===== src/rtl/reset_sequencer_pkg.sv =====
// Shared definitions for the reset sequencer: state encodings, the width of
// the re-sequence counter, and a saturating-increment helper.
package reset_sequencer_pkg;

   // Encodings are visible through the status register; keep them stable.
   typedef enum logic [1:0] {
      ST_HOLD      = 2'd0,
      ST_WAIT_LOCK = 2'd1,
      ST_RELEASE   = 2'd2,
      ST_RUN       = 2'd3
   } state_t;

   localparam int unsigned RCW = 8;
   localparam logic [RCW-1:0] RC_MAX = '1;

   // Increment that sticks at all-ones.
   function automatic logic [RCW-1:0] sat_inc(input logic [RCW-1:0] v);
      return (v == RC_MAX) ? v : v + RCW'(1);
   endfunction

endpackage


===== src/rtl/reset_sequencer_if.sv =====
// Control/status bundle between the reset sequencer and its environment.
//   lock_in      : asynchronous lock status (master -> sequencer)
//   force_reset  : synchronous re-sequence request (master -> sequencer)
//   rst_out      : active-high reset lines, bit 0 released first
//   done         : all lines released
//   state        : current sequencer state encoding
//   retrig_count : saturating re-sequence count
interface reset_sequencer_if
   import reset_sequencer_pkg::*;
   #(parameter int unsigned NOUT = 4);

   logic            lock_in;
   logic            force_reset;
   logic [NOUT-1:0] rst_out;
   logic            done;
   logic [1:0]      state;
   logic [RCW-1:0]  retrig_count;

   modport master (
      output lock_in, force_reset,
      input  rst_out, done, state, retrig_count
   );

   modport slave (
      input  lock_in, force_reset,
      output rst_out, done, state, retrig_count
   );

endinterface


===== src/rtl/reset_sequencer_sync_bit.sv =====
// Two-flop synchroniser for a single asynchronous level, cleared to 0 by
// the asynchronous active-low reset.
//   clk    : destination clock
//   nreset : asynchronous active-low clear
//   d      : asynchronous input
//   q      : synchronised output
module reset_sequencer_sync_bit (
   input  logic clk,
   input  logic nreset,
   input  logic d,
   output logic q
);

   logic meta;

   always_ff @(posedge clk or negedge nreset) begin
      if (!nreset) begin
         meta <= 1'b0;
         q    <= 1'b0;
      end else begin
         meta <= d;
         q    <= meta;
      end
   end

endmodule


===== src/rtl/reset_sequencer.sv =====
// Multi-output reset sequencer. Holds every reset line asserted for a
// power-up interval, waits for a filtered clock-lock indication, then
// releases the lines one at a time in index order with a fixed spacing.
// Lock loss (in RELEASE/RUN) or a software request re-runs the sequence
// and bumps a saturating counter.
//   clk    : sequencer clock (TCXO domain)
//   nreset : asynchronous active-low reset
//   bus    : slave side of reset_sequencer_if (lock_in, force_reset in;
//            rst_out, done, state, retrig_count out, all registered)
module reset_sequencer
   import reset_sequencer_pkg::*;
#(
   parameter int unsigned NOUT         = 4,
   parameter int unsigned CW           = 24,
   parameter int unsigned HOLD_CYCLES  = 16000000,
   parameter int unsigned STAGE_CYCLES = 65536,
   parameter int unsigned LOCK_FILTER  = 16,
   parameter int unsigned USE_LOCK     = 1
) (
   input  logic               clk,
   input  logic               nreset,
   reset_sequencer_if.slave   bus
);

   localparam int unsigned IW = (NOUT > 1) ? $clog2(NOUT) : 1;
   localparam int unsigned LW = $clog2(LOCK_FILTER + 1);

   localparam logic [CW-1:0] HOLD_LAST  = CW'(HOLD_CYCLES - 1);
   localparam logic [CW-1:0] STAGE_LAST = CW'(STAGE_CYCLES - 1);
   localparam logic [LW-1:0] LOCK_LAST  = LW'(LOCK_FILTER - 1);
   localparam logic [IW-1:0] IDX_LAST   = IW'(NOUT - 1);

   state_t          state_q;
   logic [NOUT-1:0] rst_q;
   logic            done_q;
   logic [RCW-1:0]  count_q;
   logic [CW-1:0]   hcnt;
   logic [CW-1:0]   scnt;
   logic [LW-1:0]   lcnt;
   logic [IW-1:0]   idx;
   logic            lock_s;
   logic            retrig;

   // Lock qualification source; tied high when lock is not used.
   generate
      if (USE_LOCK != 0) begin : g_lock
         reset_sequencer_sync_bit u_sync (
            .clk    (clk),
            .nreset (nreset),
            .d      (bus.lock_in),
            .q      (lock_s)
         );
      end else begin : g_nolock
         assign lock_s = 1'b1;
      end
   endgenerate

   // Lock loss only retriggers once lines have started releasing; in
   // WAIT_LOCK it merely restarts the filter. Both sources count once.
   assign retrig = (state_q != ST_HOLD) &&
                   (bus.force_reset ||
                    ((USE_LOCK != 0) && !lock_s &&
                     ((state_q == ST_RELEASE) || (state_q == ST_RUN))));

   // Sequencer state, counters and registered outputs.
   always_ff @(posedge clk or negedge nreset) begin
      if (!nreset) begin
         state_q <= ST_HOLD;
         rst_q   <= '1;
         done_q  <= 1'b0;
         count_q <= '0;
         hcnt    <= '0;
         scnt    <= '0;
         lcnt    <= '0;
         idx     <= '0;
      end else if (retrig) begin
         state_q <= ST_HOLD;
         rst_q   <= '1;
         done_q  <= 1'b0;
         hcnt    <= '0;
         count_q <= sat_inc(count_q);
      end else begin
         case (state_q)
            ST_HOLD: begin
               if (bus.force_reset) begin
                  hcnt <= '0;
               end else if (hcnt == HOLD_LAST) begin
                  state_q <= ST_WAIT_LOCK;
                  hcnt    <= '0;
                  lcnt    <= '0;
               end else begin
                  hcnt <= hcnt + CW'(1);
               end
            end

            ST_WAIT_LOCK: begin
               if (!lock_s) begin
                  lcnt <= '0;
               end else if (lcnt == LOCK_LAST) begin
                  rst_q[0] <= 1'b0;
                  lcnt     <= '0;
                  scnt     <= '0;
                  if (NOUT == 1) begin
                     state_q <= ST_RUN;
                     done_q  <= 1'b1;
                  end else begin
                     state_q <= ST_RELEASE;
                     idx     <= IW'(1);
                  end
               end else begin
                  lcnt <= lcnt + LW'(1);
               end
            end

            ST_RELEASE: begin
               if (scnt == STAGE_LAST) begin
                  rst_q[idx] <= 1'b0;
                  scnt       <= '0;
                  if (idx == IDX_LAST) begin
                     state_q <= ST_RUN;
                     done_q  <= 1'b1;
                  end else begin
                     idx <= idx + IW'(1);
                  end
               end else begin
                  scnt <= scnt + CW'(1);
               end
            end

            default: begin
               // ST_RUN: outputs hold until a retrigger.
            end
         endcase
      end
   end

   assign bus.rst_out      = rst_q;
   assign bus.done         = done_q;
   assign bus.state        = state_q;
   assign bus.retrig_count = count_q;

endmodule

===== src/flat_wrapper.sv =====
// flat-port wrapper written by rule: the top's interface ports become plain ports
module reset_sequencer_flat import reset_sequencer_pkg::*;
#(
   parameter int unsigned NOUT         = 4,
   parameter int unsigned CW           = 24,
   parameter int unsigned HOLD_CYCLES  = 16000000,
   parameter int unsigned STAGE_CYCLES = 65536,
   parameter int unsigned LOCK_FILTER  = 16,
   parameter int unsigned USE_LOCK     = 1
)
  (clk, nreset, bus_lock_in, bus_force_reset, bus_rst_out, bus_done, bus_state, bus_retrig_count);
  reset_sequencer_if #(.NOUT(NOUT)) bus_i ();
  input  logic clk;
  input  logic nreset;
  input wire logic [$bits(bus_i.lock_in)-1:0] bus_lock_in;
  input wire logic [$bits(bus_i.force_reset)-1:0] bus_force_reset;
  output wire logic [$bits(bus_i.rst_out)-1:0] bus_rst_out;
  output wire logic [$bits(bus_i.done)-1:0] bus_done;
  output wire logic [$bits(bus_i.state)-1:0] bus_state;
  output wire logic [$bits(bus_i.retrig_count)-1:0] bus_retrig_count;
  assign bus_i.lock_in = bus_lock_in;
  assign bus_i.force_reset = bus_force_reset;
  assign bus_rst_out = bus_i.rst_out;
  assign bus_done = bus_i.done;
  assign bus_state = bus_i.state;
  assign bus_retrig_count = bus_i.retrig_count;
  reset_sequencer #(.NOUT(NOUT), .CW(CW), .HOLD_CYCLES(HOLD_CYCLES), .STAGE_CYCLES(STAGE_CYCLES), .LOCK_FILTER(LOCK_FILTER), .USE_LOCK(USE_LOCK)) u_core (.clk(clk), .nreset(nreset), .bus(bus_i));
endmodule

===== config.mk =====
export PLATFORM = sky130hd
export DESIGN_NAME = reset_sequencer_flat
export DESIGN_NICKNAME = d
export VERILOG_FILES = /design/src/rtl/reset_sequencer_pkg.sv /design/src/rtl/reset_sequencer_if.sv /design/src/rtl/reset_sequencer_sync_bit.sv /design/src/rtl/reset_sequencer.sv /design/src/flat_wrapper.sv
export SDC_FILE = /design/constraint.sdc
export NUM_CORES = 1
export LEC_CHECK = 0
export CORE_MARGIN = 5
export CORE_UTILIZATION = 35
export DETAILED_ROUTE_END_ITERATION = 16
export PLACE_DENSITY = 0.48
export SLEW_MARGIN = 10
export SYNTH_ARGS = -nofsm -noshare
export SYNTH_HDL_FRONTEND = slang
export SYNTH_HIERARCHICAL = 1
export SYNTH_SLANG_ARGS = --single-unit

===== constraint.sdc =====
create_clock -name clk -period 2.9 [get_ports clk]
set_input_delay 0.435 -clock clk [delete_from_list [all_inputs] [get_ports clk]]
set_output_delay 0.435 -clock clk [all_outputs]
set_load 0.01 [all_outputs]

* Yosys cells after proc, flatten, opt, wreduce, memory -nomap -nowiden
Index checks and enable logic that the tools add are counted.
Widths: inputs -> output; s select.
** Word-level totals
- Bits in registers :: 72
- Output and inout bits :: 15
- Word-level logic and storage cells :: 104
** Cells by class
- Add/subtract/negate cells :: 5
- $lt $le $gt $ge :: 2
- Equality and inequality tests :: 20
- Multiplexer cells :: 38
- Bitwise gates (word level) :: 4
- Reduce and logical (&&, ||, !) cells :: 24
** Operators by type and width (number)
- $mux 24 :: 7
- $add 24x1->24 const B :: 2
- $pmux 24 s2 :: 1
- $eq 24x16->1 const B :: 1
- $eq 24x24->1 const B :: 1
- $mux 2 :: 11
- $mux 5 :: 4
- $reduce_bool 2->1 :: 7
- $ne 3x2->1 const B :: 4
- $reduce_and 4->1 :: 3
- $pmux 5 s2 :: 1
- $add 8x1->8 const B :: 1
- $eq 8x8->1 const B :: 1
- $mux 4 :: 2
- $ne 2x2->1 const B :: 4
- $mux 1 :: 7
- $reduce_and 7->1 :: 1
- $eq 2x2->1 const B :: 3
- $ne 3x1->1 const B :: 2
- $pmux 2 s3 :: 1
- $reduce_and 6->1 :: 1
- $add 5x1->5 const B :: 1
- $eq 5x4->1 const B :: 1
- $and 4x4->4 :: 1
- other kinds (19) :: 25

* Longest topological paths before layout
Gate-level depths: netlist of run 1.
- Depth in word-level cells :: 9
- Depth in mapped cells :: 9
- Mapped depth without buffers :: 7

* Cells and area by module
The synthesis of run 1 kept the hierarchy.
** Modules (own cells, without submodules)
- reset_sequencer :: times used 1, cells an instance 432, area each 3955.0 sq um
- reset_sequencer_sync_bit :: times used 1, cells an instance 2, area each 50.0 sq um

* Worst setup path before layout of run 1
Ideal clock, no wire load.
- Path kind :: register to register
- Start :: reg u_core.state_q[0] (netlist: u_core/bus.state[0])
- End :: reg u_core.scnt[23]
- Setup time :: 77 ps
- Arrival time :: 2108 ps
- Path slack :: 715 ps
- Cell stages (with the launch flop) :: 8
- Path buffers :: 0
- Clock period less this slack :: 2185 ps
- Cell sequence :: dfrtp_1 inv_1 ha_1 o21bai_1 a21oi_1 or4_1 or3_1 a21oi_1
** On the way
- Longest elaborated chain between the ends :: 7
** RTL lines
- start, declared :: RTL line reset_sequencer.sv:33 : state_t state_q;
- start signal, assigned :: RTL line reset_sequencer.sv:68 : state_q <= ST_HOLD;
- start signal, assigned :: RTL line reset_sequencer.sv:77 : state_q <= ST_HOLD;
- start signal, assigned :: RTL line reset_sequencer.sv:88 : state_q <= ST_WAIT_LOCK;
- $eq 2x2->1 (on tied branches) :: RTL line reset_sequencer.sv:63, reset_sequencer.sv:83
- $logic_or 1x1->1 :: RTL line reset_sequencer.sv:63 : ((state_q == ST_RELEASE) || (state_q == ST_RUN))));
- $logic_and 1x1->1 :: RTL line reset_sequencer.sv:62 : ((USE_LOCK != 0) && !lock_s &&
- $logic_or 1x1->1 :: RTL line reset_sequencer.sv:61 : (bus.force_reset ||
- $logic_and 1x1->1 :: RTL line reset_sequencer.sv:60 : assign retrig = (state_q != ST_HOLD) &&
- $not 1->1 (no source line)
- $reduce_and 4->1 (no source line)
- end signal, assigned :: RTL line reset_sequencer.sv:126 : scnt <= scnt + CW'(1);
- end, declared :: RTL line reset_sequencer.sv:38 : logic [CW-1:0] scnt;
Parallel ways exist; a longest one is shown, timed or not.
A chain may end at the register's enable or synchronous reset.

* Worst setup path in the final report of run 1
- Start :: reg u_core.state_q[0] (netlist: u_core/bus.state[0])
- End :: reg u_core.scnt[19]
Same word-level chain as after synthesis.

==> metrics, run 1 <==
Worst-Skew Late Latency=340 ps; Die ar.=0.01368 mm²; Via-to-Cell Ratio=5.620; crit-path max FO=8; total gr overflow=0; syn avg cell area=9.228 µm²; vias in the first global route=roughly 3300; synthesis warning total=6; Die Y=117.0 µm; Pre-antenna DRT Iters=4; CTS tree=built; combinational power share=26.1%; cell count after placement=a little under 600; Clock power frac=roughly 37%; unrepaired setup endpoints after global routing=no; post-CTS setup buffers=0; max-cap viol count=0; worst hold path class=in2async; Syn Inst Count=roughly 430; fin cells=about 600; fmax=around 0.44 GHz; NetSw=1.066 mW; Area growth, synth to finish=17.15%; met3 WL=around 290 µm; layout cells sized above 1=9.011%; sequential share of the synthesized area=45.11%; clock skew=10.46 ps; drt drc=0; clock buffer depth=2; H-tree depth=3; VDD IR-drop max=slightly above 0.5 mV; CP max stage cell=or4_1; final hold vios=0; Design Area, Final=0.004692 mm²; flops & latches, synth=72; # port buffers=18; routed vias=about 3400; top sig layer=met4; largest net degree at the start of global routing=73; initial antenna violation count=0; FP Rows=39; Hold-fix buffers, CTS=0; Sink Count=72; Distinct cells, synth=58; CTS clk-pin slew, worst paths=60 ps; ANT cells=0; status=finished, final reports clean; CP arrival=2540 ps; Final Max Slew Viols=0; # setup viols final=0; final wirelength=9368 µm; Switching Fraction=between 30% and 40%; async set or reset register ratio after synthesis=100.0%; Layout fillers=1107; Die X=between 100 and 150 µm; Synth Flop Type=dfrtp_1; post-route antenna net violation count=0; Cell Area, Synth=0.004005 mm²; Core Footprint=0.01132 mm²; GRT Overall Usage=15.03%; area of placed instances=between 0.004 and 0.005 mm²; Startpoint Class=register; Post-synth EDFFs=0; drt wl/cell=between 15 and 20 µm; max incr delay on CP=510 ps; WS Path Type=reg2reg; M1 wire length=4678 µm; Boundary Pins=19; sequential power share=36.6%; Placer Congestion=around 0.76; Crit. End Element=register; met2 WL post-DR=4300 µm; Post-CTS Resized=0; CP required=3160 ps; iteration-0 DRC count of the detailed router=255; Root Buffer=clkbuf_16; first-pass GRT wire length=16150 µm; Leakage Power=roughly 1.9 nW; Rel. slew slack=37.57%; setup tns final=0 ps; Worst Max-Slew Pin Slew=936.5 ps; P_int=2.307 mW; total CTS buffers=9; min Tclk post-route=2276 ps; hpwl dp=between 6000 and 7000 µm; Final Util=around two fifths; most frequent CP cell=a21oi_1; Tcrit/Tclk final=78.49%; Starting Density=35.38%; Post-Syn Nets=450; Power Dens Cells=~720 mW/mm²; worst-path cell chain=inv_1 -> ha_1 -> o21bai_1 -> a21oi_1 -> or2_1 -> or4_1 -> a21oi_1; Layout Nets=around 470
## critical path: cells and delay by family (launching register included)
kind / cells / cell delay (ps)
AOI/OAI and AO/OA: 3 / 510
adders and majority gates: 1 / 250
buffers and inverters: 1 / 110
DFF: 1 / 420
and+or+nand+nor: 2 / 920
## path summary, 6_finish.rpt
kind                       cells after the start  slack [ps]                      start                     end
max reg2reg                                    7         620        u_core/bus.state[0]         u_core/scnt[19]
min reg2reg                                    0         350  u_core/g_lock.u_sync/meta  u_core/g_lock.u_sync/q
min in group clk                               0         350  u_core/g_lock.u_sync/meta  u_core/g_lock.u_sync/q
max in group asynchronous                      1        2050                     nreset          u_core/lcnt[0]
max                                            7         620        u_core/bus.state[0]         u_core/scnt[19]
min                                            1         240                     nreset         u_core/hcnt[18]
## per-layer routing
metal | up-vias | track usage [%]
met5 | - | 0
met4 | 0 | 5.428
met3 | 7 | 4.062
met2 | 47 | 23.21
met1 | 1625 | 20.32
li1 | 1682 | -
## cell usage in the layout, fill, tap and decap left out, drive strengths merged, types with 10 or more instances in the layout
master         instances
clkdlybuf4s50         17
o21ai                 19
nor2                  15
a31oi                 44
nor3                  13
a41oi                 10
and3                  12
nand2                 37
clkbuf                14
nand4                 15
buf                   11
a21oi                 23
ha                    12
dfrtp                 68
nand3                 30
inv                   16
## power by group through the flow
stage / sequential (mW) / clock, mW / combinational, mW
finish: 1.23 / 1.26 / 0.880
global route: 1.25 / 1.34 / 0.986
CTS: 1.23 / 1.30 / 0.892
detailed placement: 1.25 / 0 / 0.888
global placement: 1.25 / 0 / 0.877
floorplan: 1.25 / 0 / 0.557
## kinds of logic after synthesis
| logic type | synth area share (%) |
|---|---|
| fa+ha+maj | 3.749 |
| simple gates | 22.77 |
| mux | 1.562 |
| xor+xnor | 1.750 |
| flops | 45.11 |
| buf+inv | 3.874 |
| compound gates | 21.18 |
## flip-flops by register name, indices dropped and copies added, names as in the netlist
register	count
u_core/lcnt	5
u_core/bus.retrig_count	8
u_core/scnt	24
u_core/bus.state	2
u_core/hcnt	24
u_core/g_lock.u_sync/meta	1
u_core/bus.done	1
u_core/bus.rst_out	4
u_core/g_lock.u_sync/q	1
u_core/idx	2
## cell usage after synthesis, drive strengths merged (8+ instances only)
cell	number	area share, %
buf	8	0.94
nand3	30	3.7
and3	12	1.9
nor3	13	1.7
dfrtp	68	42
a41oi	10	2.2
nand2b	9	1.4
a31oi	44	6.9
clkbuf	15	1.4
and2	9	1.4
o21ai	19	2.4
nand2	37	3.5
inv	16	1.5
nand4	15	2.3
a21oi	23	3.0
ha	12	3.7
nor2	15	1.4
a21o	9	1.7
## stage by stage
step	power [mW]	hold slack (ps)	worst slack, ps
floorplan	1.804	139.4	714.8
finish	3.372	239.9	623.8
CTS	3.428	289.1	609.0
detailed placement	2.137	337.1	377.5
global placement	2.125	333.9	473.6
global route	3.580	337.4	430.1
## area by class of cell
class                      instances  area [µm²]  area share (%)
tap                              143       178.9           3.813
clock buffer                      14       284.0           6.053
timing repair buffer              28       252.7           5.387
multi-input combinational        323        2049           43.68
sequential                        72        1807           38.51
clock inverter                     2       60.06           1.280
inverter                          16       60.06           1.280
Power figures use the tool's default switching activity.
==> run 2, diff against run 1 <==
Clock period 2.9 ns to 2.17 ns, I/O delays scaled along.
==> run 2 against run 1 <==
- wire length rose by 3.7%
- first-iteration DRC count fell by 30%
- non-clock buffer count up 32
- critical path depth unchanged
- utilization increased by 2.3 points
- global-route usage increased by 0.22 points
- critical endpoint is now u_core/scnt[23]
- highest routed layer unchanged
==> metrics, run 2 (same netlist as run 1, synthesis figures left out) <==
Leakage Power=2.071 nW (+7.4%); VDD IR-drop max=0.5808 mV (+14%); clock buffer depth=2 (unchanged); FP Rows=39 (unchanged); Rel. slew slack=65.60% (+28 points); post-route antenna net violation count=0 (unchanged); Die ar.=0.01368 mm² (unchanged); ANT cells=0 (unchanged); WS Path Type=reg2reg; Root Buffer=clkbuf_16; grt met3 use=2.931% (-1.1 points); hpwl dp=6748 µm (+8.2%); crit-path max FO=4 (-4); Power Dens Cells=912.3 mW/mm² (+27%); Final Util=43.78% (+2.3 points); Die Y=117.0 µm (unchanged); Crit. End Element=register; drt drc=0 (unchanged); Tcrit/Tclk final=94.99% (+16 points); CTS tree=built; total gr overflow=0 (unchanged); status=finished, final reports clean; Die X=117.0 µm (unchanged); worst hold path class=reg2reg; M2 GR Usage=22.72% (-0.49 points); Worst Max-Slew Pin Slew=512.6 ps (-423.9 ps); routed vias=3492 (+3.9%); # port buffers=18 (unchanged); combinational power share=30.4% (+4.3 points); total CTS buffers=9 (unchanged); Startpoint Class=register; fmax=0.4851 GHz (+10%); sequential power share=36.1% (-0.5 points); Core Footprint=0.01132 mm² (unchanged); Boundary Pins=19 (unchanged); first-pass GRT wire length=16500 µm (+2.2%); Final Max Slew Viols=0 (unchanged); final wirelength=9713 µm (+3.7%); NetSw=1.478 mW (+39%); P_int=3.044 mW (+32%); Area growth, synth to finish=23.74%; Starting Density=35.38% (unchanged); vias in the first global route=3329 (+2.3%); hold slack=346.3 ps (+106.4 ps); Pre-antenna DRT Iters=4 (unchanged); layout cells sized above 1=16.02% (+7.0 points); setup tns final=0 ps (unchanged); drt wl/cell=15.42 µm (-1.6%); Via-to-Cell Ratio=5.543 (-1.4%); Sink Count=72 (unchanged); commonest cells after routing, fill and taps aside=dfrtp_1, a31oi_1, buf_4; Switching Fraction=32.68% (+1.1 points); M1 GR Usage=21.40% (+1.1 points); Clock power frac=33.5% (-3.8 points); Layout Nets=498 (+6.9%); CTS clk-pin slew, worst paths=60 ps (about the same); Placer Congestion=0.7694 (+1.0%); initial antenna violation count=0 (unchanged); largest net degree at the start of global routing=38 (-48%); GRT Overall Usage=15.25% (+0.22 points); clock skew=7.889 ps (-2.569 ps); commonest non-fill, non-tap cell in the layout=dfrtp_1; iteration-0 DRC count of the detailed router=178 (-30%); final hold vios=0 (unchanged); CP arrival=2320 ps (-220 ps); max-cap viol count=0 (unchanged); CP required=2430 ps (-730 ps); Worst-Skew Late Latency=340 ps (about the same); H-tree depth=3 (unchanged); min Tclk post-route=2061 ps (-215.0 ps); post-CTS setup buffers=0 (unchanged); unrepaired setup endpoints after global routing=no; GR peak layer=met2; # setup viols final=0 (unchanged)
-- run 2: power by group through the flow --
| stage | Clock, mW | Sequential [mW] | Combinational [mW] |
|---|---|---|---|
| after global routing | 1.63 | 1.66 | 1.52 |
| after global placement | 0 | 1.65 | 1.36 |
| after CTS | 1.57 | 1.63 | 1.37 |
| after floorplan | 0 | 1.67 | 0.749 |
| after detailed placement | 0 | 1.65 | 1.37 |
| final | 1.52 | 1.63 | 1.37 |
-- run 2: per-layer routing --
layer / share of wire, % / wire, µm / vias to the layer above
li1: - / - / 1746
met1: 50 / 4880 / 1698
met2: 45 / 4412 / 37
met3: 2.3 / 227 / 11
met4: 2.0 / 193 / 0
met5: 0 / 0 / -
-- run 2: worst paths after layout --
check	slack, ps	depth (start not counted)	start	endpoint
min	350	0	u_core/g_lock.u_sync/meta	u_core/g_lock.u_sync/q
max reg2reg	110	7	u_core/bus.state[0]	u_core/scnt[23]
min reg2reg	350	0	u_core/g_lock.u_sync/meta	u_core/g_lock.u_sync/q
max in group asynchronous	1030	3	nreset	u_core/bus.rst_out[2]
min in group asynchronous	490	2	nreset	u_core/hcnt[17]
max	110	7	u_core/bus.state[0]	u_core/scnt[23]
-- run 2: per-stage QoR --
stage,std cells,worst slack (ps),total power [mW],instance area [µm²]
global route,630,5.310,4.811,4956
CTS,630,7.859,4.576,4932
detailed placement,613,43.65,3.017,4622
floorplan,434,17.57,2.415,4009
finish,630,108.8,4.521,4956
global placement,613,76.05,3.007,4622
-- run 2: repair_timing --
action | 4_1_cts | 5_1_grt
hold buffers | 1 | 0
setup endpoints to repair | 0 | 8
hold endpoints to repair | 35 | 0
gates resized for setup | 0 | 6
-- run 2: layout make-up --
class                      count  area (µm²)
timing repair buffer          60       533.0
sequential                    72        1807
clock inverter                 3       40.04
tap                          143       178.9
fill                        1106        6365
multi-input combinational    323        2077
inverter                      16       60.06
clock buffer                  13       260.3
-- run 2: worst max-delay path: stages, from the launching register on --
cell	delay, ps
dfrtp_1	420
inv_2	100
ha_2	210
nor2b_1	170
a31oi_2	80
or4_1	530
or3_1	310
a21oi_1	160
